File: src/rtl/div_dp_issue.sv
// Issue stage for a multi-cycle double-precision divider with special-operand bypass and result queue.
// Define DIV_DP_ISSUE_BYPASS_EN to resolve NaN/Inf/zero operands locally without starting the divider.
module div_dp_issue #(
   parameter int DIV_LATENCY = 30,
   parameter int FIFO_DEPTH  = 4
) (
   input  logic        clk,
   input  logic        reset,
   input  logic        in_valid,
   output logic        in_ready,
   input  logic [63:0] in_a,
   input  logic [63:0] in_b,
   output logic        div_start,
   output logic [63:0] div_a,
   output logic [63:0] div_b,
   input  logic [63:0] div_z,
   output logic        out_valid,
   input  logic        out_ready,
   output logic [63:0] out_z,
   output logic [3:0]  out_flags,
   output logic        busy
);

   localparam int PW   = (FIFO_DEPTH > 1) ? $clog2(FIFO_DEPTH) : 1;
   localparam int CW   = PW + 1;
   localparam int CNTW = (DIV_LATENCY > 2) ? $clog2(DIV_LATENCY) : 1;

   localparam logic [63:0] QNAN = 64'h7FF8_0000_0000_0000;

   typedef enum logic [1:0] {IDLE, CLASSIFY, WAIT, PUSH} state_t;

   state_t            state;
   logic [CNTW-1:0]   cnt;
   logic              special;
   logic [63:0]       spec_z;
   logic [3:0]        spec_flags;
   logic              push_en;
   logic              pop_en;
   logic [63:0]       push_z;
   logic [3:0]        push_flags;
   logic [63:0]       mem_z [FIFO_DEPTH];
   logic [3:0]        mem_f [FIFO_DEPTH];
   logic [PW-1:0]     wr_ptr;
   logic [PW-1:0]     rd_ptr;
   logic [CW-1:0]     count;

   // Returns {nan, inf, zero}; subnormals count as zero.
   function automatic logic [2:0] classify(input logic [62:0] v);
      logic exp_max, exp_zero, man_zero;
      exp_max  = &v[62:52];
      exp_zero = ~|v[62:52];
      man_zero = ~|v[51:0];
      return {exp_max & ~man_zero, exp_max & man_zero, exp_zero};
   endfunction

`ifdef DIV_DP_ISSUE_BYPASS_EN
   logic [2:0] cls_a;
   logic [2:0] cls_b;
   logic       sign_z;
   assign cls_a  = classify(div_a[62:0]);
   assign cls_b  = classify(div_b[62:0]);
   assign sign_z = div_a[63] ^ div_b[63];
`endif

   // NOTE: every always_comb output gets a default first, so no path can leave it unassigned and infer a latch.
   always_comb begin
      special    = 1'b0;
      spec_z     = '0;
      spec_flags = '0;
`ifdef DIV_DP_ISSUE_BYPASS_EN
      if (cls_a[2] | cls_b[2] | (cls_a[0] & cls_b[0]) | (cls_a[1] & cls_b[1])) begin
         special    = 1'b1;
         spec_z     = QNAN;
         spec_flags = 4'b1001;
      end else if (cls_b[0] | cls_a[1]) begin
         special    = 1'b1;
         spec_z     = {sign_z, 11'h7FF, 52'h0};
         spec_flags = 4'b0101;
      end else if (cls_a[0] | cls_b[1]) begin
         special    = 1'b1;
         spec_z     = {sign_z, 63'h0};
         spec_flags = 4'b0011;
      end
`endif
   end

   always_comb begin
      push_en    = ((state == CLASSIFY) && special) || (state == PUSH);
      push_z     = (state == PUSH) ? div_z : spec_z;
      push_flags = (state == PUSH) ? {classify(div_z[62:0]), 1'b0} : spec_flags;
   end

   assign in_ready  = (state == IDLE) && (count < CW'(FIFO_DEPTH)) && !reset;
   assign div_start = (state == CLASSIFY) && !special;
   assign busy      = (state != IDLE);
   assign out_valid = (count != '0);
   assign pop_en    = out_valid && out_ready;
   assign out_z     = out_valid ? mem_z[rd_ptr] : '0;
   assign out_flags = out_valid ? mem_f[rd_ptr] : '0;

   // NOTE: sequential state uses non-blocking assignments so every register sees pre-edge values.
   always_ff @(posedge clk) begin
      if (reset) begin
         state <= IDLE;
         div_a <= '0;
         div_b <= '0;
         cnt   <= '0;
      end else begin
         case (state)
            IDLE: begin
               if (in_valid && in_ready) begin
                  div_a <= in_a;
                  div_b <= in_b;
                  state <= CLASSIFY;
               end
            end
            CLASSIFY: begin
               if (special) begin
                  state <= IDLE;
               end else begin
                  cnt   <= CNTW'(DIV_LATENCY - 1);
                  state <= (DIV_LATENCY <= 1) ? PUSH : WAIT;
               end
            end
            WAIT: begin
               // The decrement that reaches zero also moves to PUSH, so PUSH lands on the div_z valid cycle.
               if (cnt <= CNTW'(1)) begin
                  cnt   <= '0;
                  state <= PUSH;
               end else begin
                  cnt <= cnt - CNTW'(1);
               end
            end
            PUSH:    state <= IDLE;
            default: state <= IDLE;
         endcase
      end
   end

   always_ff @(posedge clk) begin
      if (reset) begin
         wr_ptr <= '0;
         rd_ptr <= '0;
         count  <= '0;
      end else begin
         if (push_en) wr_ptr <= wr_ptr + PW'(1);
         if (pop_en)  rd_ptr <= rd_ptr + PW'(1);
         case ({push_en, pop_en})
            2'b10:   count <= count + CW'(1);
            2'b01:   count <= count - CW'(1);
            default: count <= count;
         endcase
      end
   end

   // NOTE: queue storage is not reset; out_z/out_flags are masked to zero while the queue is empty.
   always_ff @(posedge clk) begin
      if (push_en && !reset) begin
         mem_z[wr_ptr] <= push_z;
         mem_f[wr_ptr] <= push_flags;
      end
   end

endmodule

File: config.mk
export PLATFORM = sky130hd
export DESIGN_NAME = div_dp_issue
export DESIGN_NICKNAME = d
export VERILOG_FILES = /design/src/rtl/div_dp_issue.sv
export SDC_FILE = /design/constraint.sdc
export NUM_CORES = 1
export LEC_CHECK = 0
export BUFFER_PORTS_ARGS = -buffer_cell sky130_fd_sc_hd__buf_2
export CAP_MARGIN = 20
export CELL_PAD_IN_SITES_DETAIL_PLACEMENT = 0
export CELL_PAD_IN_SITES_GLOBAL_PLACEMENT = 2
export CORE_UTILIZATION = 38
export DETAILED_ROUTE_END_ITERATION = 12
export PLACE_DENSITY = 0.91
export SLEW_MARGIN = 10
export SYNTH_ARGS = -nofsm -noshare
export SYNTH_HDL_FRONTEND = slang
export SYNTH_SLANG_ARGS = --single-unit
File: constraint.sdc
create_clock -name clk -period 8.95 [get_ports clk]
set_input_delay 1.79 -clock clk [delete_from_list [all_inputs] [get_ports clk]]
set_output_delay 1.79 -clock clk [all_outputs]
set_load 0.1 [all_outputs]
==> impl_metrics.ini, run 1 <==
[outcome]
status = finished, final reports clean

[global_route]
grt_pass1_wl_um = 59600
overflow = 0
grt_max_degree = 100
grt_pass1_vias = 10799
track_usage_pct = 17.7
grt_antenna_before_repair = 3

[floorplanning]
fp.dieH_um = 208
start_util_pct = 38.9
pin_count = 396
die_area_um2 = 43100
core_area_um2 = 41300
rows = 74
die_w_um = 208

[detailed_routing]
dr.pass1.iters = 5
detail_route.iter0.violations = 536
wl_um = 38700
drc = 0
via_count = 10475
drt-vias-per-instance = 4.94
wl_per_cell_um = 18.2
ant_nets = 0

[cts]
cts_tree = built
root_buffer = clkbuf_16
cts_hold_buf = 0
clkSlewWorstSetupHoldPaths_ns = 0.06
cts_buffer_depth = 3
clk_latency_ns = 0.56
post-cts-setup-buffer-count = 0
cts_max_level = 2
cts_sinks = 412
cts_buffers = 44
cts_resized = 0

[synthesis]
synth_edf_count = 268
syn_nets = 1390
netlist-cell-type-count = 36
yosysMostFrequentCell = edfxtp_1
synthesis.instances = 1181
synth_area_leaders = edfxtp_1 50%, dfxtp_1 18%, mux4_2 9.4%
async_reset_ff_share_pct = 0
synth-seq-cells = 412
synth_warnings = 0
yosys_most_used_dff = edfxtp_1
yosysSeqAreaShare_pct = 68.0
syn_area_per_cell_um2 = 13.6
yosysTopAreaCellShare_pct = 50.1
synth_common_cells = 268 x edfxtp_1, 261 x nand2_1, 144 x dfxtp_1
netlist_area_um2 = 16100
synth_area_leader_cell = edfxtp_1

[sta]
grt_setup_unrepaired = false
finalSetupViolations = 0
slew_headroom_pct = 28.5
slew_violations = 0
worst_pin_slew_ns = 1.07
worst_clock_skew_ns = 0.0191
period_share_pct = 55.6
finalCriticalPeriod_ns = 4.98
finalSetupTns_ns = 0
hold_viol_final = 0
fmax_mhz = 201

[finish]
finalInstanceArea_um2 = 19800
fin_util_pct = 47.8
fin_nets = 1762
drive_gt1_share_pct = 34.4
area_growth_pct = 23.0

[hold_path]
hold_class = flip-flop to flip-flop
hold_end = div_b[51]$_SDFFE_PP0P_
whs_path_depth = 2
hold_path_startpoint = div_b[51]$_SDFFE_PP0P_

[setup_path]
arrival_ns = 3.19
end_kind = primary output
worstSetupPathType = flip-flop to primary output
path_max_fanout = 37
r2r_end = mem_z[0][24]$_DFFE_PP_
start_kind = flip-flop
r2r_start = state[1]$_SDFFE_PP0P_
reg2reg_depth = 6
reg2reg_slack_ns = 5.89
cp.required_ns = 7.16

[power_and_ir_drop]
finalPower_mw = 5.40
ir_drop_mv = 0.175
seqPwrFrac_pct = 40.5
leakagePower_nw = 7.70
p_sw_mw = 1.93
clockPowerShare_pct = 33.1
internal-power_mw = 3.47
powerDensity_nw_per_um2 = 273
swShare_pct = 35.7
p_comb_share_pct = 26.3

[placed_design]
dpl_cell_area_um2 = 18300
hpwl_um = 24000
io_buffer_count = 394
routabilityCongestion = 0.736

[flow_run]
maxCapViolations = 0
## worst max path at each step
stage	endpoint	startpoint	cells past startpoint
5_1_grt	out_z[1]	flip-flop	4
2_1_floorplan	in_ready	reset	1
4_1_cts	out_z[2]	flip-flop	4
3_5_place_dp	in_ready	reset	3
6_report	out_z[2]	flip-flop	4
3_3_place_gp	in_ready	reset	3
## sequential cells by signal, indices dropped and copies added, names as in the netlist, named ones only
register  count
rd_ptr        2
state         2
div_a        64
count         3
mem_z       256
cnt           5
wr_ptr        2
div_b        64
mem_f        12
## logic make-up after synthesis
family          share of synthesized area (%)
compound gates                           4.63
xor+xnor                                0.273
fa+ha+maj                                1.06
buf+inv                                  3.24
flops                                    68.0
mux                                      9.52
other cells                            0.0233
simple gates                             13.2
## through the flow
step | hold WS, ns | setup WS (ns) | cells
2_1_floorplan | 0.459 | 4.13 | 1181
3_3_place_gp | 0.439 | 4.12 | 2039
3_5_place_dp | 0.443 | 4.10 | 2039
4_1_cts | 0.452 | 3.82 | 2118
5_1_grt | 0.466 | 3.69 | 2119
6_report | 0.448 | 3.97 | 2121
## per-layer routing
metal,global-route usage (%),wire [um]
met3,6.46,3720
met1,21.4,15400
met2,29.4,18800
met5,0,13
met4,5.28,777
## cell usage in the layout, fill, tap and decap left out, types with 2 or more instances in the layout
master and n:
edfxtp_1 268, and2_4 5, nand4_1 4, xnor2_1 2, clkbuf_8 6, clkbuf_2 2, buf_4 8, and3_1 2
inv_1 13, clkinv_8 3, clkinv_2 6, clkbuf_1 4, o21ai_0 3, dfxtp_4 2, dfxtp_1 142, nor4_1 17
clkinvlp_4 2, bufinv_16 3, and2_1 133, xor2_1 3, nand3_1 4, mux2i_1 2, a211oi_1 3, diode_2 3
buf_2 393, nand2_1 260, nor2_1 12, a31oi_1 2, nor3_1 2, mux4_2 67, a21oi_1 133, clkinv_1 8
ha_1 11, nand2b_1 3, clkbuf_16 44, o22ai_1 2
## worst max-delay path, stage by stage (launching register included)
cell and delay, ns:
dfxtp_4 0.78, buf_4 0.74, mux4_2 0.59, and2_1 0.20, buf_2 0.30
## power groups by stage
stage / combinational (mW) / sequential (mW) / clock (mW)
after global routing: 1.51 / 2.20 / 1.91
after detailed placement: 1.44 / 2.23 / 0
after global placement: 1.43 / 2.23 / 0
after floorplan: 0.731 / 2.69 / 0
final: 1.42 / 2.19 / 1.79
after CTS: 1.44 / 2.19 / 1.84
## cell type report
| type | instances | area (um2) |
|---|---|---|
| multi-input cells | 681 | 4640 |
| clock buffers | 56 | 1210 |
| diodes | 3 | 7.51 |
| inverters | 13 | 48.8 |
| repair buffers | 401 | 2030 |
| clock inverters | 23 | 223 |
| flip-flops and latches | 412 | 10900 |
| fillers | 3742 | 21500 |
| well taps | 532 | 666 |
Note: power is estimated with default switching activity, not from simulation.
==> run 2, diff against run 1 <==
Settings changed: ABC_AREA set to 1, CORE_UTILIZATION 38 to 30, PLACE_DENSITY 0.91 to 0.84.
Clock period 8.95 ns to 4.1 ns, I/O delays scaled along.
==> run 2 against run 1 <==
Clock power rose by 120%. Global-route usage is 0.16 points lower. Critical path depth grew 2. Synthesized area rose by 3.2%. Clock skew about the same. Hold slack better by 0.020 ns. Die area grew 30%. Via count grew 25%. Sequential power rose by 130%. Power grew to 2.8 times the previous value.
==> impl_metrics.ini, run 2 <==
[setup_path]
slowest_delay_ns = 0.48
worstSetupPathType = flip-flop to primary output
start_kind = flip-flop
reg2reg_slack_ns = 1.52
end_kind = primary output
cp_top_family = buffers and inverters
r2r_end = mem_z[0][42]$_DFFE_PP_
reg2reg_depth = 4
path_max_fanout = 134
crit_chain = buf_12, nor2_1, nor2_1, o21ai_0, a21oi_1, buf_2
slowest_stage = buf_2
r2r_start = state[1]$_SDFFE_PP0P_
critical_path_buf_inv_count = 2
arrival_ns = 2.63
cp.required_ns = 3.28
cp_common_cell = nor2_1

[detailed_routing]
dr.pass1.iters = 5
wl_per_cell_um = 18.2
ant_nets = 0
drt-vias-per-instance = 4.72
detail_route.iter0.violations = 595
drc = 0
via_count = 13063
wl_um = 50200

[finish]
fin_nets = 2242
drive_gt1_share_pct = 24.0
finalInstanceArea_um2 = 20600
layout_commonest_cell = nor2_1
largest_register_ffs = 256
top_register = mem_z
regArea_um2 = 10900
fin_util_pct = 38.1
mostFrequentLayoutCells = 439 x nor2_1, 393 x buf_2, 269 x o21ai_0, 268 x edfxtp_1, 211 x a21oi_1
instances_no_fill = 2765
area_growth_pct = 24.6
n_fill_cell = 5488
multi_input_area_um2 = 4810
reg.largest.list = mem_z x256, div_a x64, div_b x64

[hold_path]
hold_class = flip-flop to flip-flop
hold_path_startpoint = rd_ptr[1]$_SDFFE_PP0N_
whs_path_depth = 2

[synthesis]
yosysSeqAreaShare_pct = 66.0
async_reset_ff_share_pct = 0
netlist_area_um2 = 16600
yosys_most_used_dff = edfxtp_1
synthesis.instances = 1682
yosysTopAreaCellShare_pct = 48.6
synth_area_leader_cell = edfxtp_1
synth_common_cells = 443 x nor2_1, 269 x o21ai_0, 268 x edfxtp_1
synth_warnings = 0
synth-seq-cells = 412
synth_area_leaders = edfxtp_1 49%, dfxtp_1 17%, nor2_1 10%
yosysMostFrequentCell = nor2_1
synth_edf_count = 268
syn_area_per_cell_um2 = 9.85
netlist-cell-type-count = 27
syn_nets = 1891

[placed_design]
io_buffer_count = 394
routabilityCongestion = 0.785
hpwl_um = 32200
dpl_cell_area_um2 = 19200
dp_cells = 2681

[cts]
clk_latency_ns = 0.57
cts_hold_buf = 0
cts_max_level = 2
clkSlewWorstSetupHoldPaths_ns = 0.06
root_buffer = clkbuf_16
cts_buffer_depth = 3
cts_sinks = 412
cts_resized = 0
cts_buffers = 46
post-cts-setup-buffer-count = 0
cts_tree = built

[floorplanning]
pin_count = 396
die_w_um = 237
die_area_um2 = 56200
start_util_pct = 30.5
fp.dieH_um = 237
rows = 85
core_area_um2 = 54200

[sta]
worst_pin_slew_ns = 0.977
hold_viol_final = 0
period_share_pct = 84.1
slew_headroom_pct = 34.9
fmax_mhz = 290
slew_violations = 0
finalCriticalPeriod_ns = 3.45
holdWs_ns = 0.468
worst_clock_skew_ns = 0.0196
finalSetupViolations = 0
grt_setup_unrepaired = false

[global_route]
grt_antenna_before_repair = 8
grt_pass1_wl_um = 75000
grt_max_degree = 135
grt_pass1_vias = 12982
overflow = 0
track_usage_pct = 17.5

[flow_run]
maxCapViolations = 0

[power_and_ir_drop]
ir_drop_mv = 0.466
leakagePower_nw = 8.65
powerDensity_nw_per_um2 = 726
finalPower_mw = 15.0

[outcome]
status = finished, final reports clean
## run 2: cell types whose count changed after synthesis, sizes merged, moves of 5 or more
cell,change
and2,-138
mux4,-67
o21ai,+269
clkbuf,+25
nand2,-163
a21oi,+78
nor4,-14
nor2,+431
nand3,+5
inv,+80
buf,+16
## run 2: how the worst max path moves through the flow
stage          startpoint               endpoint  slack, ns  depth (start not counted)
2_1_floorplan       reset  mem_f[0][1]$_DFFE_PP_      -0.55                          5
3_3_place_gp    flip-flop              out_z[54]       1.28                          5
3_5_place_dp    flip-flop              out_z[54]       1.24                          5
4_1_cts         flip-flop              out_z[54]       0.63                          5
5_1_grt         flip-flop               out_z[1]       0.48                          6
6_report        flip-flop              out_z[28]       0.65                          6
## run 2: cell type report
cell class	count	share of cell area (%)
Multi-Input combinational cell	1061	23.3
Sequential cell	412	53.0
Inverter	93	1.70
Tap cell	696	4.22
Clock buffer	54	5.72
Antenna cell	2	0.0242
Timing Repair Buffer	419	10.9
Clock inverter	28	1.15
## run 2: layer usage
layer	global-route usage [%]	vias up	wire, um
met4	7.36	14	1820
li1	-	6391	-
met3	5.44	99	4020
met2	29.4	402	24200
met1	20.6	6157	20000
met5	0	-	92
## run 2: logic make-up (layout without fill, tap and decap cells)
logic type / after synthesis / count (layout) / share of synthesized area (%)
DFF: 412 / 412 / 66.0
and+or+nand+nor: 561 / 561 / 13.0
AOI/OAI and AO/OA: 484 / 484 / 14.6
other: 1 / 3 / 0.0226
xor gates and xnor gates: 2 / 2 / 0.106
buffers and inverters: 209 / 594 / 5.27
adders and majority gates: 13 / 13 / 1.03
## run 2: worst min-delay path: stages, from the launching register on
cell	delay, ns
dfxtp_1	0.31
inv_1	0.05
a21oi_1	0.07
## run 2: per-stage QoR
step / TNS, ns / setup slack, ns
floorplan: -147.49 / -0.550
global placement: 0 / 1.28
detailed placement: 0 / 1.24
CTS: 0 / 0.634
global route: 0 / 0.485
finish: 0 / 0.650
## run 2: where the power goes
part	leakage (nW)	internal, mW	switching, mW
sequential	3.61	4.78	0.178
combinational	4.35	0.946	5.19
clock	0.694	2.25	1.63
total	8.65	7.98	7.01
==> run 3, diff against run 2 <==
Settings changed: ABC_AREA 1 to 0, CORE_UTILIZATION 30 to 32, PLACE_DENSITY 0.84 to 0.82.
Clock period 4.1 ns to 2.8 ns, I/O delays scaled along.
==> run 3 against run 2 <==
Final cell count shrank 18%. Largest power group is now registers. Critical endpoint is now out_flags[2]. Via count decreased by 18%. Highest routed layer unchanged. Critical path type unchanged. Non-clock buffer count rose by 8.
==> impl_metrics.ini, run 3 (synthesis results as in run 1) <==
[outcome]
status = finished, final reports clean

[finish]
mostFrequentLayoutCells = 325 x buf_2, 268 x edfxtp_1, 260 x nand2_1, 142 x dfxtp_1
antenna_cells = 0
finalInstanceArea_um2 = 20600
fin_util_pct = 41.8
layout_commonest_cell = buf_2
top_register = mem_z
largest_register_ffs = 256
area_growth_pct = 28.2
reg.largest.list = mem_z x256, div_a x64, div_b x64
n_fill_cell = 4719
drive_gt1_share_pct = 35.1
fin_nets = 1788

[global_route]
overflow = 0
grt_pass1_vias = 10736
grt_max_degree = 140
grt_pass1_wl_um = 61300
grt_antenna_before_repair = 2
track_usage_pct = 15.7

[cts]
cts_buffers = 44
cts_sinks = 412
clk_latency_ns = 0.58
root_buffer = clkbuf_16
clkSlewWorstSetupHoldPaths_ns = 0.06
cts_tree = built
cts_hold_buf = 0
cts_buffer_depth = 3
cts_max_level = 2

[setup_path]
worstSetupPathType = flip-flop to primary output
arrival_ns = 2.22
slowest_delay_ns = 0.57
path_max_fanout = 7
slowest_stage = mux4_2
end_kind = primary output
crit_chain = buf_4, mux4_2, and2_1, buf_4
critical_path_buf_inv_count = 2
cp_top_family = multiplexers
start_kind = flip-flop
cp.required_ns = 2.24
cp_common_cell = buf_4

[power_and_ir_drop]
p_comb_share_pct = 28.0
powerDensity_nw_per_um2 = 841
ir_drop_mv = 0.468
seqPwrFrac_pct = 40.2
swShare_pct = 36.1
internal-power_mw = 11.1
clockPowerShare_pct = 31.9
leakagePower_nw = 7.88
p_sw_mw = 6.24

[placed_design]
io_buffer_count = 394
hpwl_um = 27100
routabilityCongestion = 0.758
dp_worst_setup_slack_ns = 0.0363
dpl_cell_area_um2 = 18800

[flow_run]
maxCapViolations = 0

[detailed_routing]
drc = 0
ant_nets = 0
wl_per_cell_um = 17.8
dr.pass1.iters = 4
drt-vias-per-instance = 4.67
via_count = 10649
wl_um = 40600
detail_route.iter0.violations = 584

[sta]
finalSetupViolations = 0
slew_violations = 0
finalCriticalPeriod_ns = 2.78
fin_ws_ns = 0.0208
fmax_mhz = 360
period_share_pct = 99.3
slew_headroom_pct = 48.7
hold_viol_final = 0
grt_setup_unrepaired = true
worst_clock_skew_ns = 0.0263
worst_pin_slew_ns = 0.763

[floorplanning]
pin_count = 396
core_area_um2 = 49300
die_area_um2 = 51100
start_util_pct = 32.6
die_w_um = 226
rows = 81
fp.dieH_um = 226

[hold_path]
hold_class = input port to flip-flop
## run 3: cell types whose count changed in the layout (fill, tap and decap cells not counted), sizes merged, moves of 14 or more
| cell | before | now |
|---|---|---|
| a21oi | 211 | 133 |
| and2 | 0 | 138 |
| inv | 95 | 15 |
| mux4 | 0 | 67 |
| nand2 | 98 | 261 |
| nor2 | 443 | 12 |
| nor4 | 3 | 17 |
| o21ai | 272 | 3 |
## run 3: final timing paths
kind,start,endpoint,slack [ns],depth (start not counted)
worst max-delay path,flip-flop,out_flags[2],0.02,4
worst min-delay path,in_b[45],div_b[45]$_SDFFE_PP0P_,0.22,3
worst max register to register,count[2]$_SDFFE_PP0P_,count[2]$_SDFFE_PP0P_,0.56,8
worst min register to register,div_b[49]$_SDFFE_PP0P_,div_b[49]$_SDFFE_PP0P_,0.45,2
## run 3: power groups by stage
stage	combinational (mW)	sequential, mW	clock, mW
final	4.85	6.95	5.52
after global routing	5.14	6.99	5.94
after global placement	4.75	7.08	0
after detailed placement	4.78	7.09	0
after floorplan	2.34	8.59	0
after CTS	4.89	6.95	5.71
## run 3: layer usage
metal  vias to the layer above  global-route usage (%)  share of wire [%]  wire length (um)
li1                       5019                       -                  -                 -
met1                      5173                    19.6                 41             16500
met2                       395                    25.8                 48             19500
met3                        60                    5.26                9.0              3650
met4                         2                    4.56                2.1               863
met5                         -                       0              0.027                11
## run 3: cell type report
cell class	count	area, um2	area share, %
timing repair buffer	427	2750	13.3
clock buffer	58	1180	5.75
clock inverter	23	195	0.948
inverter	13	48.8	0.237
tap	664	831	4.03
sequential	412	10900	53.1
multi-input combinational	681	4650	22.6
## run 3: through the flow
step | hold slack (ns) | cells | setup TNS [ns] | power [mW]
after floorplan | 0.459 | 1181 | 0 | 10.9
after global placement | 0.438 | 2194 | 0 | 11.8
after detailed placement | 0.443 | 2194 | 0 | 11.9
after CTS | 0.171 | 2277 | -0.408 | 17.6
after global routing | 0.190 | 2278 | -1.06 | 18.1
final | 0.222 | 2278 | 0 | 17.3
## run 3: repair_timing
item / CTS / global route
pin swaps: 0 / 0
endpoints found under the setup margin: 67 / 53
gates resized for setup: 109 / 6
hold endpoints to repair: 0 / 0
buffers inserted: 2 / 1
## run 3: tightest hold or removal path, delay by kind of cell
kind	cells	cell delay, ns
and+or+nand+nor	1	0.05
AOI/OAI and AO/OA	1	0.05
buffers and inverters	1	0.10
